**src/rtl/rob_multi_commit_pkg.sv**
```systemverilog
// Shared constants and commit classification for the multi-commit reorder buffer.
package rob_multi_commit_pkg;

  localparam int ZERO_TAG = 0;
  localparam int OP_RANGE = 7;

  localparam logic [OP_RANGE-1:0] BRANCH_OP = 7'b1100011;
  localparam logic [OP_RANGE-1:0] JALR_OP   = 7'b1100111;
  localparam logic [OP_RANGE-1:0] STORE_OP  = 7'b0100011;

  localparam logic TRUE  = 1'b1;
  localparam logic FALSE = 1'b0;

  typedef enum logic [1:0] {
    KIND_REG,
    KIND_BRANCH,
    KIND_JALR,
    KIND_STORE
  } commit_kind_e;

  function automatic commit_kind_e classify(input logic [OP_RANGE-1:0] op);
    if (op == BRANCH_OP)     return KIND_BRANCH;
    else if (op == JALR_OP)  return KIND_JALR;
    else if (op == STORE_OP) return KIND_STORE;
    else                     return KIND_REG;
  endfunction

endpackage

```
**src/rtl/rob_commit_select.sv**
```systemverilog
// Decides how many entries retire this cycle from the head and head+1 entry fields.
module rob_commit_select
  import rob_multi_commit_pkg::*;
#(
  parameter int TAG_W    = 5,
  parameter int COMMIT_W = 2
) (
  input  logic [TAG_W-1:0]    count,
  input  logic                head_ready,
  input  logic [OP_RANGE-1:0] head_op,
  input  logic                next_ready,
  input  logic [OP_RANGE-1:0] next_op,
  output logic [1:0]          n_commit,
  output commit_kind_e        kind0,
  output commit_kind_e        kind1
);

  always_comb begin
    kind0    = classify(head_op);
    kind1    = classify(next_op);
    n_commit = 2'd0;
    if (head_ready && count != TAG_W'(ZERO_TAG)) begin
      n_commit = 2'd1;
      // Only plain register writers may pair up; anything else retires alone.
      if (COMMIT_W == 2 && count >= TAG_W'(2) && next_ready &&
          kind0 == KIND_REG && kind1 == KIND_REG)
        n_commit = 2'd2;
    end
  end

endmodule

```
**src/rtl/rob_multi_commit.sv**
```systemverilog
// Parametrised reorder buffer: in-order retire of up to COMMIT_W entries, self-flush on mispredict.
module rob_multi_commit
  import rob_multi_commit_pkg::*;
#(
  parameter int DEPTH    = 16,
  parameter int TAG_W    = 5,
  parameter int DATA_W   = 32,
  parameter int REG_W    = 5,
  parameter int COMMIT_W = 2
) (
  input  logic                       clk,
  input  logic                       rst,
  input  logic                       ena,
  input  logic [TAG_W-1:0]           in_cdb_rob_tag,
  input  logic [DATA_W-1:0]          in_cdb_value,
  input  logic                       in_cdb_isload,
  input  logic                       in_cdb_isjump,
  input  logic [DATA_W-1:0]          in_cdb_jump_addr,
  input  logic [TAG_W-1:0]           in_ls_cdb_rob_tag,
  input  logic [DATA_W-1:0]          in_ls_cdb_value,
  input  logic                       in_assignment_ena,
  input  logic [6:0]                 in_op,
  input  logic [REG_W-1:0]           in_dest,
  input  logic [DATA_W-1:0]          in_pc,
  input  logic                       in_predicted_taken,
  input  logic [TAG_W-1:0]           in_query_tag1,
  input  logic [TAG_W-1:0]           in_query_tag2,
  output logic [DATA_W-1:0]          out_back_value1,
  output logic [DATA_W-1:0]          out_back_value2,
  output logic                       out_back_ready1,
  output logic                       out_back_ready2,
  output logic [TAG_W-1:0]           out_rob_available_tag,
  output logic                       out_rob_ok,
  output logic [COMMIT_W-1:0]        out_reg_valid,
  output logic [COMMIT_W*REG_W-1:0]  out_reg_reg,
  output logic [COMMIT_W*TAG_W-1:0]  out_reg_rob,
  output logic [COMMIT_W*DATA_W-1:0] out_reg_value,
  output logic [TAG_W-1:0]           out_committed_rob_tag,
  output logic                       out_forwarding_ena,
  output logic                       out_forwarding_taken,
  output logic [DATA_W-1:0]          out_forwarding_branch_pc,
  output logic                       out_misbranch,
  output logic [DATA_W-1:0]          out_correct_jump_addr,
  output logic [TAG_W-1:0]           out_count
);

  logic [TAG_W-1:0]    head, tail, count, head1;
  logic                rdy     [0:DEPTH];
  logic [DATA_W-1:0]   val_q   [0:DEPTH];
  logic [DATA_W-1:0]   pc_q    [0:DEPTH];
  logic [DATA_W-1:0]   jaddr_q [0:DEPTH];
  logic [OP_RANGE-1:0] op_q    [0:DEPTH];
  logic [REG_W-1:0]    dest_q  [0:DEPTH];
  logic                pred_q  [0:DEPTH];
  logic                jump_q  [0:DEPTH];

  logic [1:0]       n_sel, n_commit;
  commit_kind_e     kind0, kind1;
  logic             alu_hit, ls_hit, full, alloc, mispredict, flush;
  logic [TAG_W-1:0] slot_tag [0:1];

  function automatic logic [TAG_W-1:0] wrap_inc(input logic [TAG_W-1:0] t);
    return (t == TAG_W'(DEPTH)) ? TAG_W'(1) : t + TAG_W'(1);
  endfunction

  // Operand lookup with same-cycle CDB bypass; result is {ready, value}.
  function automatic logic [DATA_W:0] lookup(input logic [TAG_W-1:0] t);
    if (t == TAG_W'(ZERO_TAG))                return {FALSE, {DATA_W{1'b0}}};
    else if (alu_hit && in_cdb_rob_tag == t)  return {TRUE, in_cdb_value};
    else if (ls_hit && in_ls_cdb_rob_tag == t) return {TRUE, in_ls_cdb_value};
    else                                       return {rdy[t], val_q[t]};
  endfunction

  assign head1   = wrap_inc(head);
  assign alu_hit = (in_cdb_rob_tag != TAG_W'(ZERO_TAG)) && !in_cdb_isload;
  assign ls_hit  = in_ls_cdb_rob_tag != TAG_W'(ZERO_TAG);
  assign full    = count == TAG_W'(DEPTH);

  rob_commit_select #(.TAG_W(TAG_W), .COMMIT_W(COMMIT_W)) u_sel (
    .count      (count),
    .head_ready (rdy[head]),
    .head_op    (op_q[head]),
    .next_ready (rdy[head1]),
    .next_op    (op_q[head1]),
    .n_commit   (n_sel),
    .kind0      (kind0),
    .kind1      (kind1)
  );

  assign n_commit   = ena ? n_sel : 2'd0;
  assign mispredict = (kind0 == KIND_BRANCH && (jump_q[head] ^ pred_q[head])) || kind0 == KIND_JALR;
  assign flush      = (n_commit != 2'd0) && mispredict;
  // A retiring entry frees its slot in the same cycle, so a full buffer can accept one more.
  assign alloc      = ena && in_assignment_ena && (!full || n_commit != 2'd0) && !flush;

  assign slot_tag[0] = head;
  assign slot_tag[1] = head1;

  always_comb begin
    {out_back_ready1, out_back_value1} = lookup(in_query_tag1);
    {out_back_ready2, out_back_value2} = lookup(in_query_tag2);
  end

  assign out_rob_available_tag = full ? TAG_W'(ZERO_TAG) : tail;
  assign out_rob_ok            = count <= TAG_W'(DEPTH - 2);
  assign out_count             = count;

  always_ff @(posedge clk) begin
    if (rst || flush) begin
      head  <= TAG_W'(1);
      tail  <= TAG_W'(1);
      count <= TAG_W'(ZERO_TAG);
    end else if (ena) begin
      if (alloc) tail <= wrap_inc(tail);
      if (n_commit == 2'd2)      head <= wrap_inc(head1);
      else if (n_commit == 2'd1) head <= head1;
      count <= count + TAG_W'(alloc) - TAG_W'(n_commit);
    end
  end

  always_ff @(posedge clk) begin
    if (rst || flush) begin
      for (int i = 0; i <= DEPTH; i++) rdy[i] <= FALSE;
    end else if (ena) begin
      if (alu_hit) rdy[in_cdb_rob_tag]    <= TRUE;
      if (ls_hit)  rdy[in_ls_cdb_rob_tag] <= TRUE;
      if (alloc)   rdy[tail]              <= FALSE;
    end
  end

  always_ff @(posedge clk) begin
    if (ena) begin
      if (alu_hit) begin
        val_q[in_cdb_rob_tag]   <= in_cdb_value;
        jump_q[in_cdb_rob_tag]  <= in_cdb_isjump;
        jaddr_q[in_cdb_rob_tag] <= in_cdb_jump_addr;
      end
      if (ls_hit) val_q[in_ls_cdb_rob_tag] <= in_ls_cdb_value;
      if (alloc) begin
        op_q[tail]   <= in_op;
        dest_q[tail] <= in_dest;
        pc_q[tail]   <= in_pc;
        pred_q[tail] <= in_predicted_taken;
      end
    end
  end

  // Commit stage boundary: every retire result is a one-cycle registered pulse.
  always_ff @(posedge clk) begin
    out_reg_valid            <= '0;
    out_reg_reg              <= '0;
    out_reg_rob              <= '0;
    out_reg_value            <= '0;
    out_committed_rob_tag    <= '0;
    out_forwarding_ena       <= FALSE;
    out_forwarding_taken     <= FALSE;
    out_forwarding_branch_pc <= '0;
    out_misbranch            <= FALSE;
    out_correct_jump_addr    <= '0;
    if (!rst && n_commit != 2'd0) begin
      case (kind0)
        KIND_BRANCH: begin
          out_forwarding_ena       <= TRUE;
          out_forwarding_taken     <= jump_q[head];
          out_forwarding_branch_pc <= pc_q[head];
          if (mispredict) begin
            out_misbranch         <= TRUE;
            out_correct_jump_addr <= jump_q[head] ? jaddr_q[head] : pc_q[head] + DATA_W'(4);
          end
        end
        KIND_STORE: out_committed_rob_tag <= head;
        KIND_JALR: begin
          out_forwarding_taken  <= TRUE;
          out_misbranch         <= TRUE;
          out_correct_jump_addr <= jaddr_q[head];
        end
        default: ;
      endcase
      for (int s = 0; s < COMMIT_W; s++) begin
        if ((s == 0 && (kind0 == KIND_REG || kind0 == KIND_JALR)) ||
            (s == 1 && n_commit == 2'd2)) begin
          out_reg_valid[s]                  <= TRUE;
          out_reg_reg[s*REG_W +: REG_W]     <= dest_q[slot_tag[s]];
          out_reg_rob[s*TAG_W +: TAG_W]     <= slot_tag[s];
          out_reg_value[s*DATA_W +: DATA_W] <= val_q[slot_tag[s]];
        end
      end
    end
  end

endmodule

```
**config.mk**
```make
export PLATFORM = sky130hd
export DESIGN_NAME = rob_multi_commit
export DESIGN_NICKNAME = d
export VERILOG_FILES = /design/src/rtl/rob_multi_commit_pkg.sv /design/src/rtl/rob_commit_select.sv /design/src/rtl/rob_multi_commit.sv
export SDC_FILE = /design/constraint.sdc
export NUM_CORES = 2
export LEC_CHECK = 0
export CAP_MARGIN = 20
export CORE_MARGIN = 2
export CORE_UTILIZATION = 45
export CTS_BUF_LIST = sky130_fd_sc_hd__clkbuf_2
export DETAILED_ROUTE_END_ITERATION = 10
export SLEW_MARGIN = 15
export SYNTH_ARGS = -nofsm -noshare
export SYNTH_HDL_FRONTEND = slang
export SYNTH_SLANG_ARGS = --single-unit
```
**constraint.sdc**
```tcl
create_clock -name clk -period 10.2 [get_ports clk]
set_input_delay 2.04 -clock clk [delete_from_list [all_inputs] [get_ports clk]]
set_output_delay 2.04 -clock clk [all_outputs]
set_load 0.01 [all_outputs]
```
==> metrics.md <==
| Metric | Value |
|---|---|
| Startpoint Class | `primary input` |
| Worst setup path category | `primary input to output port` |
| Via count of the first global-routing pass | `64300` |
| Skew-Pair Late Insertion Delay | `between 1500 and 2000 ps` |
| Share of post-route cells with drive strength above 1 | `39.4%` |
| Syn_area_per_cell | `17.5 um2` |
| Final critical delay including setup and external delays | `8250 ps` |
| Worst hold start | `jaddr_q[16][15]` |
| Number of top-level pins | `between 400 and 500` |
| Via count normalized by instance count | `between 6 and 7` |
| Final GP Congestion | `0.859` |
| Final global-route overflow total | `0` |
| Cells along the critical path | `clkdlybuf4s50_1, or3_1, nor3_1, nor2_1, and4_2, nand2_1, a21oi_1, clkdlybuf4s50_1` |
| Number of levels in the clock H-tree | `6` |
| Cell leakage power | `approximately 38 nW` |
| R2R Setup Slk | `between 2000 and 2500 ps` |
| Tightest slew margin relative to the limit | `between 10% and 20%` |
| Clock-pin slew on the worst setup and hold paths | `110 ps` |
| Final antenna-violating net count | `0` |
| Share of the clock period used by the worst path after layout | `between 80% and 90%` |
| Main flop type after synthesis | `edfxtp_1` |
| Synth top cells by count | `edfxtp_1, mux4_2, mux2_2, clkbuf_1, nand2_1` |
| Signed area change from the synthesized netlist to the final layout | `12.3%` |
| Cell type with the highest aggregate area in the netlist | `edfxtp_1` |
| Proportion of synthesized chip area in sequential cells | `59.5%` |
| HPWL reported at the end of detailed placement | `190000 um` |
| Worst hold path depth | `2` |
| Outcome | `finished, final reports clean` |
| CTS Sinks | `between 2000 and 2500` |
| Stage delay of the slowest cell on the critical path | `1010 ps` |
| Initial DRC Count | `roughly 8000` |
| Most frequent cell on the critical path | `clkdlybuf4s50_1` |
| Wire length of the first global-routing pass | `between 400000 and 500000 um` |
| Count of mapped cells out of synthesis | `5784` |
| Worst reg2reg path depth | `20` |
| Port buffer count | `approximately 400` |
| Total wirelength of the detailed-routed design | `335000 um` |
| Die area | `~230000 um2` |
| Width of the chip | `about 480 um` |
| Filler Cells Inserted | `roughly 19000` |
| Critical path required time | `8160 ps` |
| Slowest cell on crit path | `and4_2` |
| Total setup violations reported at the end of the flow | `0` |
| RSZ-0062 raised after global routing | `false` |
| Gates resized, CTS repair | `0` |
| Kind of capture point of the worst setup path | `output port` |
| Post-synthesis sequential element count | `roughly 2100` |
| Maximum number of pins on one net before global-route repair | `about 140` |
| Setup Total Neg Slack | `0 ps` |
| Effective utilization at floorplan | `~45%` |
| Global Route Usage Sum | `a little under 30%` |
| CTS hold repair buffers | `0` |
| Worst Hold Path EP | `out_correct_jump_addr[15]` |
| Drt pass-1 iters | `6` |
| Number of setup buffers added after CTS | `0` |
| Least-Margin Pin Slew | `1300 ps` |
| Register cell area after layout | `a little over 60000 um2` |
| Number of enable flip-flop cells after synthesis | `1870` |
| Count of warnings emitted by yosys | `0` |
| Peak supply drop | `roughly 0.13 mV` |
| TritonCTS Buffers | `roughly 570` |
| Max-capacitance violation count | `0` |
| Cell at the root of the clock tree | `clkbuf_2` |
| Synth Cell Area | `roughly 100000 um2` |
| Number of buffers on the longest clock path | `4` |
| Async set-or-reset flop fraction in the synthesized netlist | `0%` |
| Min-delay worst type | `flop to flop` |
| DR WL/cell | `34.2 um` |
| Final count of hold timing violations | `0` |
| Total via count in the routed design | `about 63000` |
| Cell area power density | `roughly 150 nW/um2` |
| RR Endpoint | `pc_q[5][28]` |
| Worst Setup Slack post-DPL | `slightly above 2000 ps` |
| Fmax achieved | `approximately 120 MHz` |
| Core footprint | `about 220000 um2` |
| Largest regs | `jaddr_q: 544 flops, pc_q: 544 flops, val_q: 544 flops` |
| Endpoint arrival time on the critical path | `~6200 ps` |
| CTS tree | `done` |
| Final count of pins violating max slew | `0` |
| Die H | `~480 um` |
| Top area cells in the synthesized netlist | `edfxtp_1, mux4_2, mux2_2` |
| Unique cell type count in the Yosys netlist | `90` |
| Area occupied by multi-input gates | `~40000 um2` |
| Top cell type's share of synthesized area | `between 50% and 60%` |
| DRC Markers | `0` |
| Max Fanout on Critical Path | `32` |
| Worst setup margin | `1950 ps` |
| Leading cell type by number of instances after synthesis | `edfxtp_1` |
| Net count, final | `around 6600` |
| FP Rows | `174` |
| Antenna violations before repair | `59` |
| Post-Route Skew | `approximately 200 ps` |
## worst max-delay path by stage
stage | from | endpoint | slack (ps) | cells past startpoint
after floorplan | head[1] | dest_q[6][0] | 2450 | 26
final | in_cdb_rob_tag[2] | out_back_value2[31] | 1950 | 8
after CTS | in_cdb_rob_tag[2] | out_back_value2[31] | 2000 | 8
after global placement | in_cdb_rob_tag[2] | out_back_value2[31] | 2090 | 8
after global routing | in_cdb_rob_tag[2] | out_back_value2[31] | 1910 | 8
after detailed placement | in_cdb_rob_tag[2] | out_back_value2[31] | 2030 | 8
## cell families (layout without fill, tap and decap cells)
group / after synthesis / after routing / synth area share (%)
other: 1 / 81 / 0.00370
AOI/OAI and AO/OA: 474 / 474 / 3.24
DFF: 2080 / 2080 / 59.5
adders and majority gates: 27 / 27 / 0.340
xor gates and xnor gates: 53 / 53 / 0.458
buffers and inverters: 626 / 1557 / 2.71
muxes: 1701 / 1701 / 30.0
and+or+nand+nor: 822 / 822 / 3.71
## through the flow
step / instances / power [mW] / utilization, % / cell area [um2] / hold WS [ps]
after detailed placement: 8810 / 10.9 / 48.5 / 109000 / 510
after global placement: 8802 / 10.9 / 48.4 / 109000 / 496
final: 9787 / 16.7 / 50.7 / 114000 / 517
after global routing: 9785 / 17.3 / 50.7 / 114000 / 558
after floorplan: 5848 / 10.4 / - / 102000 / 460
after CTS: 9768 / 16.8 / 50.7 / 114000 / 504
## routing by layer
layer | vias to the layer above | track usage, % | part of all wire (%)
met4 | 44 | 13.4 | 4.3
met2 | 3891 | 44.5 | 47
met1 | 33000 | 38.3 | 38
met3 | 789 | 8.14 | 10
li1 | 25300 | - | -
met5 | - | 0.497 | 0.082
## cell type report
type | count | share of cell area [%]
Antenna cell | 16 | 0.0352
Clock buffer | 815 | 3.58
Clock inverter | 143 | 0.734
Inverter | 32 | 0.112
Multi-Input combinational cell | 3142 | 34.4
Sequential cell | 2080 | 53.0
Tap cell | 2992 | 3.29
Timing Repair Buffer | 567 | 4.85
## power breakdown
| part | leakage, nW | switching (mW) | internal, mW |
|---|---|---|---|
| clock | 3.81 | 3.54 | 2.38 |
| combinational | 15.2 | 0.680 | 0.590 |
| sequential | 18.6 | 0.0914 | 9.39 |
## cells in the final DEF (no fill, tap or decap), drive strengths merged, types with 32 or more instances in the layout
cell | Yosys | routed
and2 | 49 | 49
clkbuf | 364 | 815
clkinv | 3 | 120
xnor2 | 33 | 33
o211ai | 67 | 67
mux2i | 171 | 171
mux2 | 513 | 513
a311oi | 39 | 39
mux4 | 1017 | 1017
edfxtp | 1870 | 1870
a21oi | 144 | 144
buf | 230 | 176
nor2 | 235 | 235
conb | 1 | 65
inv | 29 | 43
a211oi | 44 | 44
o21ai | 35 | 35
nor2b | 32 | 32
dfxtp | 210 | 210
clkdlybuf4s50 | 0 | 391
nand2 | 333 | 333
## critical path, delay by kind of cell
kind,cells,cell delay (ps)
AND/OR/NAND/NOR,5,2080
buffers and inverters,2,1360
AO/OA/AOI/OAI,1,710
No activity file was read; power rests on OpenSTA's default activity.
